<file path="src/rtl/ps2_host_tx.sv">
// PS/2 host-to-device transmitter: inhibits the bus, presents a start bit and
// shifts out one odd-parity frame on the device's clock, then checks the ACK.
module ps2_host_tx #(
   parameter int INHIBIT_CYCLES = 120,
   parameter int TIMEOUT_CYCLES = 15000
) (
   input  logic       clk,
   input  logic       rst,
   input  logic [7:0] tx_data,
   input  logic       tx_start,
   input  logic       ps2clk_in,
   input  logic       ps2dat_in,
   output logic       ps2clk_oe,
   output logic       ps2dat_oe,
   output logic       busy,
   output logic       done,
   output logic       ack_err,
   output logic       timeout
);

   localparam int INH_W = $clog2(INHIBIT_CYCLES + 1);
   localparam int TO_W  = $clog2(TIMEOUT_CYCLES + 1);
   localparam logic [INH_W-1:0] INH_LAST = INH_W'(INHIBIT_CYCLES - 1);
   localparam logic [TO_W-1:0]  TO_LAST  = TO_W'(TIMEOUT_CYCLES - 1);
   localparam logic [INH_W-1:0] INH_ONE  = INH_W'(1);
   localparam logic [TO_W-1:0]  TO_ONE   = TO_W'(1);

   typedef enum logic [2:0] {
      IDLE,
      INHIBIT,
      START,
      SEND,
      WAIT_IDLE,
      FINISH
   } state_t;

   state_t           state;
   logic             clk_meta;
   logic             clk_s;
   logic             clk_s_prev;
   logic             dat_meta;
   logic             dat_s;
   logic             fall;
   logic             to_hit;
   logic [9:0]       frame;
   logic [3:0]       n;
   logic [3:0]       n_next;
   logic [INH_W-1:0] inh_cnt;
   logic [TO_W-1:0]  to_cnt;

   // Pad synchronizers; reset to the idle-high bus level so no false edge appears.
   always_ff @(posedge clk) begin
      if (rst) begin
         clk_meta   <= 1'b1;
         clk_s      <= 1'b1;
         clk_s_prev <= 1'b1;
         dat_meta   <= 1'b1;
         dat_s      <= 1'b1;
      end else begin
         clk_meta   <= ps2clk_in;
         clk_s      <= clk_meta;
         clk_s_prev <= clk_s;
         dat_meta   <= ps2dat_in;
         dat_s      <= dat_meta;
      end
   end

   assign fall   = clk_s_prev & ~clk_s;
   assign n_next = n + 4'd1;
   assign to_hit = (to_cnt == TO_LAST);

   always_ff @(posedge clk) begin
      if (rst) begin
         state     <= IDLE;
         ps2clk_oe <= 1'b0;
         ps2dat_oe <= 1'b0;
         busy      <= 1'b0;
         done      <= 1'b0;
         ack_err   <= 1'b0;
         timeout   <= 1'b0;
         frame     <= '0;
         n         <= '0;
         inh_cnt   <= '0;
         to_cnt    <= '0;
      end else begin
         done <= 1'b0;
         case (state)
            IDLE: begin
               ps2clk_oe <= 1'b0;
               ps2dat_oe <= 1'b0;
               busy      <= 1'b0;
               if (tx_start) begin
                  frame     <= {1'b1, ~^tx_data, tx_data};
                  busy      <= 1'b1;
                  ack_err   <= 1'b0;
                  timeout   <= 1'b0;
                  n         <= '0;
                  inh_cnt   <= '0;
                  to_cnt    <= '0;
                  ps2clk_oe <= 1'b1;
                  state     <= INHIBIT;
               end
            end

            INHIBIT: begin
               if (inh_cnt == INH_LAST) begin
                  ps2dat_oe <= 1'b1;
                  state     <= START;
               end else begin
                  inh_cnt <= inh_cnt + INH_ONE;
               end
            end

            START: begin
               ps2clk_oe <= 1'b0;
               n         <= '0;
               to_cnt    <= '0;
               state     <= SEND;
            end

            // Each device falling edge shifts out the next frame bit; the 11th is the ACK slot.
            SEND: begin
               if (to_hit) begin
                  ps2clk_oe <= 1'b0;
                  ps2dat_oe <= 1'b0;
                  timeout   <= 1'b1;
                  ack_err   <= 1'b0;
                  busy      <= 1'b0;
                  done      <= 1'b1;
                  state     <= FINISH;
               end else if (fall) begin
                  to_cnt <= '0;
                  n      <= n_next;
                  if (n_next == 4'd11) begin
                     ack_err   <= dat_s;
                     ps2dat_oe <= 1'b0;
                     state     <= WAIT_IDLE;
                  end else begin
                     ps2dat_oe <= ~frame[0];
                     frame     <= {1'b0, frame[9:1]};
                  end
               end else begin
                  to_cnt <= to_cnt + TO_ONE;
               end
            end

            WAIT_IDLE: begin
               ps2clk_oe <= 1'b0;
               ps2dat_oe <= 1'b0;
               if (to_hit) begin
                  timeout <= 1'b1;
                  ack_err <= 1'b0;
                  busy    <= 1'b0;
                  done    <= 1'b1;
                  state   <= FINISH;
               end else if (clk_s && dat_s) begin
                  busy  <= 1'b0;
                  done  <= 1'b1;
                  state <= FINISH;
               end else if (fall) begin
                  to_cnt <= '0;
               end else begin
                  to_cnt <= to_cnt + TO_ONE;
               end
            end

            FINISH: begin
               state <= IDLE;
            end

            default: begin
               state <= IDLE;
            end
         endcase
      end
   end

endmodule
</file>
<file path="config.mk">
export PLATFORM = sky130hd
export DESIGN_NAME = ps2_host_tx
export DESIGN_NICKNAME = d
export VERILOG_FILES = /design/src/rtl/ps2_host_tx.sv
export SDC_FILE = /design/constraint.sdc
export NUM_CORES = 1
export LEC_CHECK = 0
export CORE_MARGIN = 2
export CORE_UTILIZATION = 50
export CTS_CLUSTER_SIZE = 28
export DETAILED_ROUTE_END_ITERATION = 7
export PLACE_DENSITY = 0.75
export SLEW_MARGIN = 30
export SYNTH_ARGS = -nofsm -noshare
export SYNTH_HDL_FRONTEND = slang
export SYNTH_SLANG_ARGS = --single-unit
</file>
<file path="constraint.sdc">
create_clock -name clk -period 6.75 [get_ports clk]
set_clock_uncertainty 0.15 [all_clocks]
set_input_delay 1.35 -clock clk [delete_from_list [all_inputs] [get_ports clk]]
set_output_delay 1.35 -clock clk [all_outputs]
set_load 0.005 [all_outputs]
</file>
==> impl.org <==
** Power and ir drop
- Internal power comes to 644.1 uW.
- Sequential fraction of design power :: 0.392
- Of the total power, the share spent switching nets is 0.3707.
- Of the total power, the clock network draws 0.239.
- Worst vdd ir :: 0.2142 mV
- The analysis attributes to cell leakage a power of 1.019 nW.
- Cell Pwr Density :: 342.8 nW/um2
- Of the total power, combinational logic draws 0.369.
- The completed layout was analyzed and its total power is 1.023 mW.
- Summed over all nets, the switching power comes to 379.4 uW.

** Floorplan
- 19 I/O pins were placed.
- In this run the vertical extent of the chip is 77.08 um.
- The core region is 5140 um2.
- Initial Util :: 0.5195
- Measured along the x axis, the die boundary spans 77.08 um.
- The floorplan step defined a die boundary enclosing 5941 um2.
- Placement Rows :: 26

** Drt
- Post-detailed-routing wire length :: 5.571 mm
- Number of vias in the routed layout :: 2,317
- After detailed routing, the number of vias per cell comes to 5.822.
- The count of nets left with antenna violations once routing finished came out at 0.
- The detailed router finished its first iteration with 122 violations.
- Wire length per cell :: 14.00 um
- Count of unresolved DRC violations after routing :: 0
- DRT Pass-1 Iters :: 4

** Clocking
- CTS placed an instance of clkbuf_8 at the clock tree root.
- Quantity of gates resized following cts :: 0
- Total clock buffers created by CTS :: 5
- Worst-path clk slew :: 0.09 ns
- Clock sink count :: 49
- In this run the deepest clock path goes through 2 buffers.
- Buffers inserted to repair hold after CTS numbered 0.
- TritonCTS built the clock tree.
- Later-pin clock latency in the skew report :: 0.31 ns
- Postcts setup bufs :: 0
- # H-tree levels :: 2

** Setup path
- Peak fanout along the critical path :: 23
- For this run, the slowest stage of the critical path takes 0.71 ns.
- CP Class :: in -> reg
- Data arrives at the worst endpoint at 3.45 ns.
- Startpoint type of the worst setup path :: input port
- STA puts the critical path data required time at 6.76 ns.
- Critical Path, Cell by Cell :: clkdlybuf4s50_1, nand2b_1, a21oi_1, o22ai_2, o21ai_1, nor2_1
- For this design, the slowest cell found on the critical path is o21ai_1.
- STA classifies the critical path endpoint as a register.

** Cells and area
- For this run, the post-layout net count is 344.
- The repair_antennas step left the layout with diodes totalling 0.
- Counting the fill cells in the layout gives 496.
- Of the cells placed in the final design, the portion with a size suffix greater than 1 is 0.07622.
- Relative to the synthesized area, the layout overhead comes to 11.81%.

** Yosys
- The synthesized design contains 49 register bits.
- In this run, distinct cell masters in the synthesized netlist total 59.
- Of the synthesized area, sequential elements account for 0.3674.
- Top-count cell post-synth :: dfxtp_1
- Post-synthesis share of cell area spent on and, or, nand and nor gates :: 0.2385
- Top flip-flop cell by instance count after synthesis :: dfxtp_1
- Synthesis handed over a netlist of 319 instances.
- The share of synthesized area in the top cell type comes to 0.3674.
- A synthesized cell averages 8.370 um2.
- Arithmetic-cell share of the synthesized area counting full adders, half adders and majority gates :: 0.01874
- Complex-gate fraction of the synthesized area :: 0.2493
- Post-synthesis xor/xnor area fraction :: 0.04920
- Ys Warns :: 0
- Area contributors post-synth :: dfxtp_1 (37%), a211oi_1 (5.9%), o21ai_0 (4.3%), nor2_1 (3.5%), nand2_1 (3.4%)
- The cell area that synthesis handed to floorplanning was 2670 um2.
- Top cell type by total area after synthesis :: dfxtp_1
- Proportion of synthesized area in mux cells :: 0.01546
- Counting flops with a built-in enable in the synthesized netlist gives 0.
- Synthesis produced a netlist with a net count of 336.
- Most common library cells after synthesis :: dfxtp_1 (49), nor2_1 (25), nand2_1 (24), o21ai_0 (23), a211oi_1 (21)
- Dominant combinational cell family by area after synthesis :: compound AO/OA/AOI/OAI gates
- For this run, asynchronously set or reset flops after synthesis account for 0.

** Timing
- Worst Max-Slew Pin Slew :: 0.8533 ns
- Final Slew Violations :: 0
- Worst relative slew slack :: 0.4303
- The final hold violation count came to 0.
- The clock period could shrink to 3.435 ns.
- Highest Clock Rate :: 291.1 MHz
- Adding up every negative setup slack in the final design gives 0 ns.
- Final worst-path cycle share :: 0.5089
- Unrepaired setup endpoints after global routing :: no
- Worst slack on hold paths :: 0.2620 ns
- Setup violation total in the final timing report :: 0
- Final worst setup slack :: 3.315 ns

** Global routing
- Grt total ovfl :: 0
- Number of global-route vias before repair :: 2,183
- For this run, global-route usage on met1 was measured as 0.2760.
- For met3 alone, demand over resource in global routing was 0.04118.
- Global-route wire length before repair :: 9.901 mm
- Entering global routing, the biggest net connects 30 pins.
- Met2 track demand over resource in global routing :: 0.3149
- Antenna violations before repair :: 0
- Top Usage Layer GRT :: met2
- Total routing usage reported by global routing :: 0.2005

** Placement
- At the placement stage, the worst setup path has a slack of 3.046 ns.
- During placement, the flow inserted port buffers numbering 18.
- Routability-driven placement finished with a final weighted congestion of 0.8524.
- Half-perimeter wire length after placement :: 3.872 mm

** Min path
- Path type of the worst min-delay path :: reg -> reg

** Job
- The tool flagged a number of max-cap violations equal to 0.

** Outcome
- The run finished with clean final reports.
layout make-up:
type,count,area [um2],share of cell area
Tap cell,70,87.58,0.02934
Inverter,19,71.32,0.02389
Clock inverter,3,65.06,0.02179
Multi-Input combinational cell,233,1525,0.5109
Sequential cell,49,980.9,0.3286
Timing Repair Buffer,19,186.4,0.06245
Clock buffer,5,68.82,0.02305
final timing paths:
check	start	to	slack, ns	depth (start not counted)
max	tx_start	to_cnt[8]	3.31	6
min	clk_meta	clk_s	0.26	1
max reg2reg	state[1]	to_cnt[10]	3.69	5
min reg2reg	clk_meta	clk_s	0.26	1
kinds of logic (layout without fill, tap and decap cells):
family | count (synthesis) | in the layout
and+or+nand+nor | 112 | 112
AOI/OAI and AO/OA | 98 | 98
DFF | 49 | 49
buffers and inverters | 37 | 46
xor gates and xnor gates | 15 | 15
adders and majority gates | 4 | 4
muxes | 4 | 4
placed cells by master (no fill, tap or decap), drive strengths merged, types with 4 or more instances in the layout:
cell type / n
a211oi: 21
a21oi: 17
a31oi: 5
and3: 4
clkbuf: 5
clkdlybuf4s50: 17
dfxtp: 49
ha: 4
inv: 19
nand2: 24
nand2b: 4
nand3: 10
nand4: 5
nor2: 26
nor2b: 4
o21ai: 26
o31ai: 4
or2: 6
or3: 5
or4: 8
xnor2: 10
xor2: 5
critical path, delay by kind of cell:
kind	cells	cell delay, ns
compound gates	3	1.31
buf+inv	1	0.52
simple gates	2	0.26
flip-flops by register name, indices dropped and copies added (netlist names):
signal	cells
ps2dat_oe	1
inh_cnt	7
clk_meta	1
ps2clk_oe	1
clk_s_prev	1
clk_s	1
busy	1
dat_meta	1
ack_err	1
frame	10
state	3
dat_s	1
timeout	1
done	1
n	4
to_cnt	14
power groups by stage:
stage	Sequential [mW]	Clock (mW)	Combinational (mW)
after detailed placement	0.407	0	0.372
final	0.402	0.244	0.377
after floorplan	0.367	0	0.349
after CTS	0.400	0.249	0.376
after global routing	0.409	0.259	0.426
after global placement	0.406	0	0.367
metrics by stage:
step	cell area, um2	instances	util
after floorplan	2670	319	-
after CTS	2974	397	0.5786
after global placement	2845	389	0.5536
after detailed placement	2840	389	0.5526
final	2985	398	0.5808
after global routing	2985	398	0.5808
metal layers:
metal / wire length (um) / up-vias / part of all wire
li1: - / 1193 / -
met4: 84 / 0 / 0.015
met2: 2558 / 47 / 0.46
met3: 175 / 7 / 0.031
met5: 0 / - / 0
met1: 2752 / 1070 / 0.49
Note: power is estimated with default switching activity, not from simulation.
==> RTL edit 1, RTL diff (config.mk and constraints unchanged) <==
Put one more register stage on the output `ack_err`, without a reset. The value now appears one clock later. The other outputs are not delayed to match.
--- a/src/rtl/ps2_host_tx.sv
+++ b/src/rtl/ps2_host_tx.sv
@@ -33,6 +33,8 @@
       WAIT_IDLE,
       FINISH
    } state_t;
+
+   logic ack_err_s0;
 
    state_t           state;
    logic             clk_meta;
@@ -76,7 +78,7 @@
          ps2dat_oe <= 1'b0;
          busy      <= 1'b0;
          done      <= 1'b0;
-         ack_err   <= 1'b0;
+         ack_err_s0 <= 1'b0;
          timeout   <= 1'b0;
          frame     <= '0;
          n         <= '0;
@@ -92,7 +94,7 @@
                if (tx_start) begin
                   frame     <= {1'b1, ~^tx_data, tx_data};
                   busy      <= 1'b1;
-                  ack_err   <= 1'b0;
+                  ack_err_s0 <= 1'b0;
                   timeout   <= 1'b0;
                   n         <= '0;
                   inh_cnt   <= '0;
@@ -124,7 +126,7 @@
                   ps2clk_oe <= 1'b0;
                   ps2dat_oe <= 1'b0;
                   timeout   <= 1'b1;
-                  ack_err   <= 1'b0;
+                  ack_err_s0 <= 1'b0;
                   busy      <= 1'b0;
                   done      <= 1'b1;
                   state     <= FINISH;
@@ -132,7 +134,7 @@
                   to_cnt <= '0;
                   n      <= n_next;
                   if (n_next == 4'd11) begin
-                     ack_err   <= dat_s;
+                     ack_err_s0 <= dat_s;
                      ps2dat_oe <= 1'b0;
                      state     <= WAIT_IDLE;
                   end else begin
@@ -149,7 +151,7 @@
                ps2dat_oe <= 1'b0;
                if (to_hit) begin
                   timeout <= 1'b1;
-                  ack_err <= 1'b0;
+                  ack_err_s0 <= 1'b0;
                   busy    <= 1'b0;
                   done    <= 1'b1;
                   state   <= FINISH;
@@ -175,4 +177,8 @@
       end
    end
 
+   always_ff @(posedge clk) begin
+      ack_err <= ack_err_s0;
+   end
+
 endmodule
Function: same outputs for any inputs over 10 cycles, from zero or initial values and one cycle with rst high; that may be too few to reach the edited logic, so the function may still have changed.
==> RTL edit 1 against the unedited design <==
Synthesized cell count fell by 8.8%. Wire length fell by 18%. Cell area decreased by 6.6%. Critical path depth unchanged. Synthesized area is 6.0% lower. Sequential cell count grew 1. Worst setup slack improved by 0.26 ns. Critical path type unchanged. Highest routed layer unchanged.
Power is not compared: it rests on default switching activity, and its combinational part moved more than twofold at a synthesized area within 25%.
==> RTL edit 1: results (changes against the unedited design) <==
Global route
  – Total Routing Usage GR: 18.19% (-1.9 points)
  – Initial antenna violation count: 0 (unchanged)
  – First-pass GRT wire length: 8.017 mm (-19%)
  – Largest net degree at the start of global routing: 34 (+13%)
  – Vias in the first global route: 1865 (-15%)

Synthesis
  – Yosys cell types: 49 (-17%)
  – Register area share after synthesis: 39.86% (+3.1 points)
  – Top post-synthesis cells by count: dfxtp_1 (50), nor2_1 (49), nand2_1 (25), xor2_1 (14), a21oi_1 (13)
  – Yosys warns: 0 (unchanged)
  – Top post-synthesis cells by area: dfxtp_1 (40%), nor2_1 (7.3%), xor2_1 (4.9%), mux2i_1 (4.0%), nand2_1 (3.7%)
  – Synth Net Count: 308 (-8.3%)
  – Post-synthesis async set-or-reset flop share: 0% (unchanged)

Clocking
  – Root buffer cell: clkbuf_8
  – CTS H-tree depth: 2 (unchanged)
  – Clock-pin transition on the worst setup and hold timing paths: 0.08 ns
  – Clock Path Buffers: 2 (unchanged)
  – CTS Buf Count: 5 (unchanged)
  – Worst skew pair latency: 0.30 ns
  – Post-CTS setup buffers: 0 (unchanged)
  – PostCTS Resize Cnt: 0 (unchanged)

Route
  – WL/cell: 12.35 um (-12%)
  – Vias per Instance: 5.428 (-6.8%)
  – 1st-pass router iterations: 4 (unchanged)
  – Starting DRT DRC Count: 97 (-20%)

Layout
  – Antenna diodes: 0 (unchanged)
  – Largest regs: to_cnt: 14 flops, frame: 10 flops, inh_cnt: 7 flops
  – FILL cells: 452 (-8.9%)
  – Nets: 318 (-7.6%)
  – Share of post-route cells with drive strength above 1: 8.278% (+0.66 points)

Placed design
  – Post-detail-place hpwl: 3.199 mm (-17%)
  – GPL Wtd Cong: 0.8628 (+1.2%)
  – IO Port Bufs: 18 (unchanged)

Timing
  – Rel. slew slack: 46.10% (+3.1 points)

Worst setup path
  – Delay-heaviest family, CP: compound AO/OA/AOI/OAI gates
  – Maximum fanout along the worst path: 13 (-43%)
  – CP max-delay cell: clkdlybuf4s50_1
  – Max incr delay on CP: 0.50 ns (-0.21 ns)
  – Crit path DAT: 3.20 ns (-0.25 ns)

Worst hold path
  – Hold crit path type: register to register

Power and ir drop
  – Leakage power: 0.9728 nW
  – VDD IR max: 0.1127 mV
  – Switching power: 0.1298 mW

Status
  – Status: complete, no violations
## RTL edit 1: final timing paths
kind / from / endpoint / slack [ns] / cells after the start
max: tx_start / to_cnt[6] / 3.58 / 6
min: ack_err_s0 / ack_err / 0.21 / 0
max reg2reg: state[2] / to_cnt[6] / 3.91 / 5
min reg2reg: ack_err_s0 / ack_err / 0.21 / 0
## RTL edit 1: final cells by class
cell class / instances / area share (%)
inverters: 5 / 0.6733
repair buffers: 19 / 6.733
flip-flops and latches: 50 / 35.91
well taps: 67 / 3.007
multi-input cells: 220 / 50.40
clock inverters: 1 / 0.1795
clock buffers: 7 / 3.097
## RTL edit 1: power groups by stage
stage / clock, mW / combinational [mW] / sequential, mW
floorplan: 0 / 0.0447 / 0.316
global placement: 0 / 0.0576 / 0.318
detailed placement: 0 / 0.0587 / 0.318
CTS: 0.183 / 0.0591 / 0.311
global route: 0.190 / 0.0668 / 0.313
finish: 0.176 / 0.0586 / 0.311
## RTL edit 1: stage by stage
stage / setup slack, ns / instances / cell area, um2 / power, mW
after global routing: 3.384 / 369 / 2788 / 0.5693
after global placement: 3.339 / 361 / 2688 / 0.3755
after floorplan: 4.078 / 291 / 2511 / 0.3606
final: 3.578 / 369 / 2788 / 0.5456
after detailed placement: 3.272 / 361 / 2688 / 0.3768
after CTS: 3.584 / 369 / 2779 / 0.5530
## RTL edit 1: logic make-up after synthesis
logic type,count (synthesis),share of synthesized area [%]
compound gates,60,17.79
xor+xnor,23,8.022
fa+ha+maj,4,1.993
buf+inv,21,4.534
flops,50,39.86
mux,10,3.986
simple gates,123,23.82
## RTL edit 1: metal layers
metal  track usage (%)  up-vias  part of all wire [%]
met4             7.341        0                   1.4
met1             23.83      914                    50
met5                 0        -                     0
li1                  -     1045                     -
met3             3.347        5                   3.8
met2             29.63       39                    45
==> RTL edit 2, RTL diff (same flow settings) <==
Without the edit above. Set the parameter `INHIBIT_CYCLES` to 180 (it was 120).
--- a/src/rtl/ps2_host_tx.sv
+++ b/src/rtl/ps2_host_tx.sv
@@ -1,7 +1,7 @@
 // PS/2 host-to-device transmitter: inhibits the bus, presents a start bit and
 // shifts out one odd-parity frame on the device's clock, then checks the ACK.
 module ps2_host_tx #(
-   parameter int INHIBIT_CYCLES = 120,
+   parameter int INHIBIT_CYCLES = 180,
    parameter int TIMEOUT_CYCLES = 15000
 ) (
    input  logic       clk,
Check against the original RTL: same outputs for any inputs over 10 cycles, from zero or initial values and one cycle with rst high; that may be too few to reach the edited logic, so the function may still have changed.
==> RTL edit 2 against the unedited design <==
Via count fell by 1.3%. Wire length decreased by 1.6%. Hold slack better by 0.0041 ns. Global-route usage shrank 1.2 points. Die area shrank 1.0%. Synthesized area is 1.1% lower. Cell area decreased by 1.8%. Worst setup slack better by 0.18 ns. Sequential cell count up 1.
Power is not compared: it rests on default switching activity, and its combinational part moved more than twofold at a synthesized area within 25%.
==> RTL edit 2: results (changes against the unedited design) <==
Clocking
  – Clock-pin transition on the worst setup and hold timing paths: 0.09 ns (about the same)
  – CTS Buf Count: 5 (unchanged)
  – CTS H-tree depth: 2 (unchanged)
  – Worst skew pair latency: 0.30 ns
  – PostCTS Resize Cnt: 0 (unchanged)
  – Clock Path Buffers: 2 (unchanged)
  – Post-CTS setup buffers: 0 (unchanged)
  – Root buffer cell: clkbuf_8

Power and ir drop
  – Clock network power share: 25.0%
  – Sw frac: 31.25%
  – VDD IR max: 0.1464 mV
  – Leakage power: 0.9498 nW
  – Cell Pwr Density: 246.6 nW/um2
  – Combinational logic power: 0.187 mW

Placed design
  – IO Port Bufs: 18 (unchanged)
  – Placed cell count: 382 (-1.8%)
  – Post-detail-place hpwl: 3.934 mm (+1.6%)
  – GPL Wtd Cong: 0.8744 (+2.6%)

Global route
  – Initial antenna violation count: 0 (unchanged)
  – Vias in the first global route: 2138 (-2.1%)
  – Total Routing Usage GR: 18.81% (-1.2 points)
  – First-pass GRT wire length: 9.252 mm (-6.6%)
  – GRT met3 Usage: 3.882% (-0.24 points)
  – Met1 usage: 24.13% (-3.5 points)
  – Largest net degree at the start of global routing: 33 (+10%)
  – Global routing met2 resource utilization: 31.05% (-0.44 points)

Synthesis
  – Register area share after synthesis: 37.90% (+1.2 points)
  – Yosys warns: 0 (unchanged)
  – Synth Net Count: 326 (-3.0%)
  – Post-synthesis async set-or-reset flop share: 0% (unchanged)
  – Yosys cell types: 58 (-1.7%)
  – Top post-synthesis cells by count: dfxtp_1 (50), nand2_1 (35), nor2_1 (31), a21oi_1 (24), nand3_1 (15)
  – Syn Area/Cell: 8.548 um2 (+2.1%)
  – Synth Flop Type: dfxtp_1
  – Top post-synthesis cells by area: dfxtp_1 (38%), a311oi_2 (5.1%), nand2_1 (5.0%), a21oi_1 (4.5%), nor2_1 (4.4%)

Worst setup path
  – Critical path origin: tx_start
  – Crit path DAT: 3.28 ns (-0.17 ns)
  – Maximum fanout along the worst path: 10 (-57%)
  – FF-to-FF Start: state[1]

Layout
  – Antenna diodes: 0 (unchanged)
  – Nets: 336 (-2.3%)
  – Largest regs: to_cnt: 14 flops, frame: 10 flops, inh_cnt: 8 flops
  – Commonest non-fill, non-tap cell in the layout: dfxtp_1
  – Share of post-route cells with drive strength above 1: 10.63% (+3.0 points)

Timing
  – Slew at the pin with the worst max-slew slack: 0.7542 ns (-0.09917 ns)

Route
  – Detailed-route wire length: 5.481 mm (-1.6%)
  – WL/cell: 14.05 um (+0.40%)
  – Vias per Instance: 5.862 (+0.69%)
  – Starting DRT DRC Count: 95 (-22%)
  – 1st-pass router iterations: 4 (unchanged)

Worst hold path
  – Worst hold path startpoint: dat_meta
  – Hold crit path type: register to register

Status
  – Status: complete, no violations
[RTL edit 2: per-stage QoR]
step | setup slack (ns) | utilization [%] | area, um2
CTS | 3.524 | 57.42 | 2933
global placement | 3.269 | 55.56 | 2838
global route | 3.336 | 57.42 | 2933
detailed placement | 3.207 | 55.56 | 2838
floorplan | 3.844 | - | 2641
finish | 3.492 | 57.42 | 2933
[RTL edit 2: cell type report]
class,instances,area [um2]
fillers,472,2175
multi-input cells,236,1535
flip-flops and latches,50,1001
repair buffers,19,187.7
well taps,70,87.58
clock buffers,6,82.58
inverters,7,26.28
clock inverters,2,12.51
[RTL edit 2: critical path: stages]
cell             delay (ns)
clkdlybuf4s50_1        0.49
nor2b_1                0.22
a221o_1                0.34
o21ai_2                0.18
o21ai_0                0.58
nor2_1                 0.11
[RTL edit 2: per-layer routing]
metal	part of all wire [%]	vias to the layer above
met3	3.1	4
met1	48	1093
li1	-	1146
met4	0.78	0
met5	0	-
met2	48	43
[RTL edit 2: final timing paths]
kind	end	slack, ns	cells past startpoint
max	to_cnt[7]	3.49	6
min	dat_s	0.27	1
max reg2reg	to_cnt[2]	3.88	5
min reg2reg	dat_s	0.27	1
[RTL edit 2: cell families (layout without fill, tap and decap cells)]
family / Yosys count / in the layout / synth area share, %
AOI/OAI and AO/OA: 80 / 80 / 23.50
xor gates and xnor gates: 18 / 18 / 5.969
adders and majority gates: 4 / 4 / 1.895
buffers and inverters: 23 / 34 / 3.979
DFF: 50 / 50 / 37.90
muxes: 4 / 4 / 1.611
and+or+nand+nor: 130 / 130 / 25.15
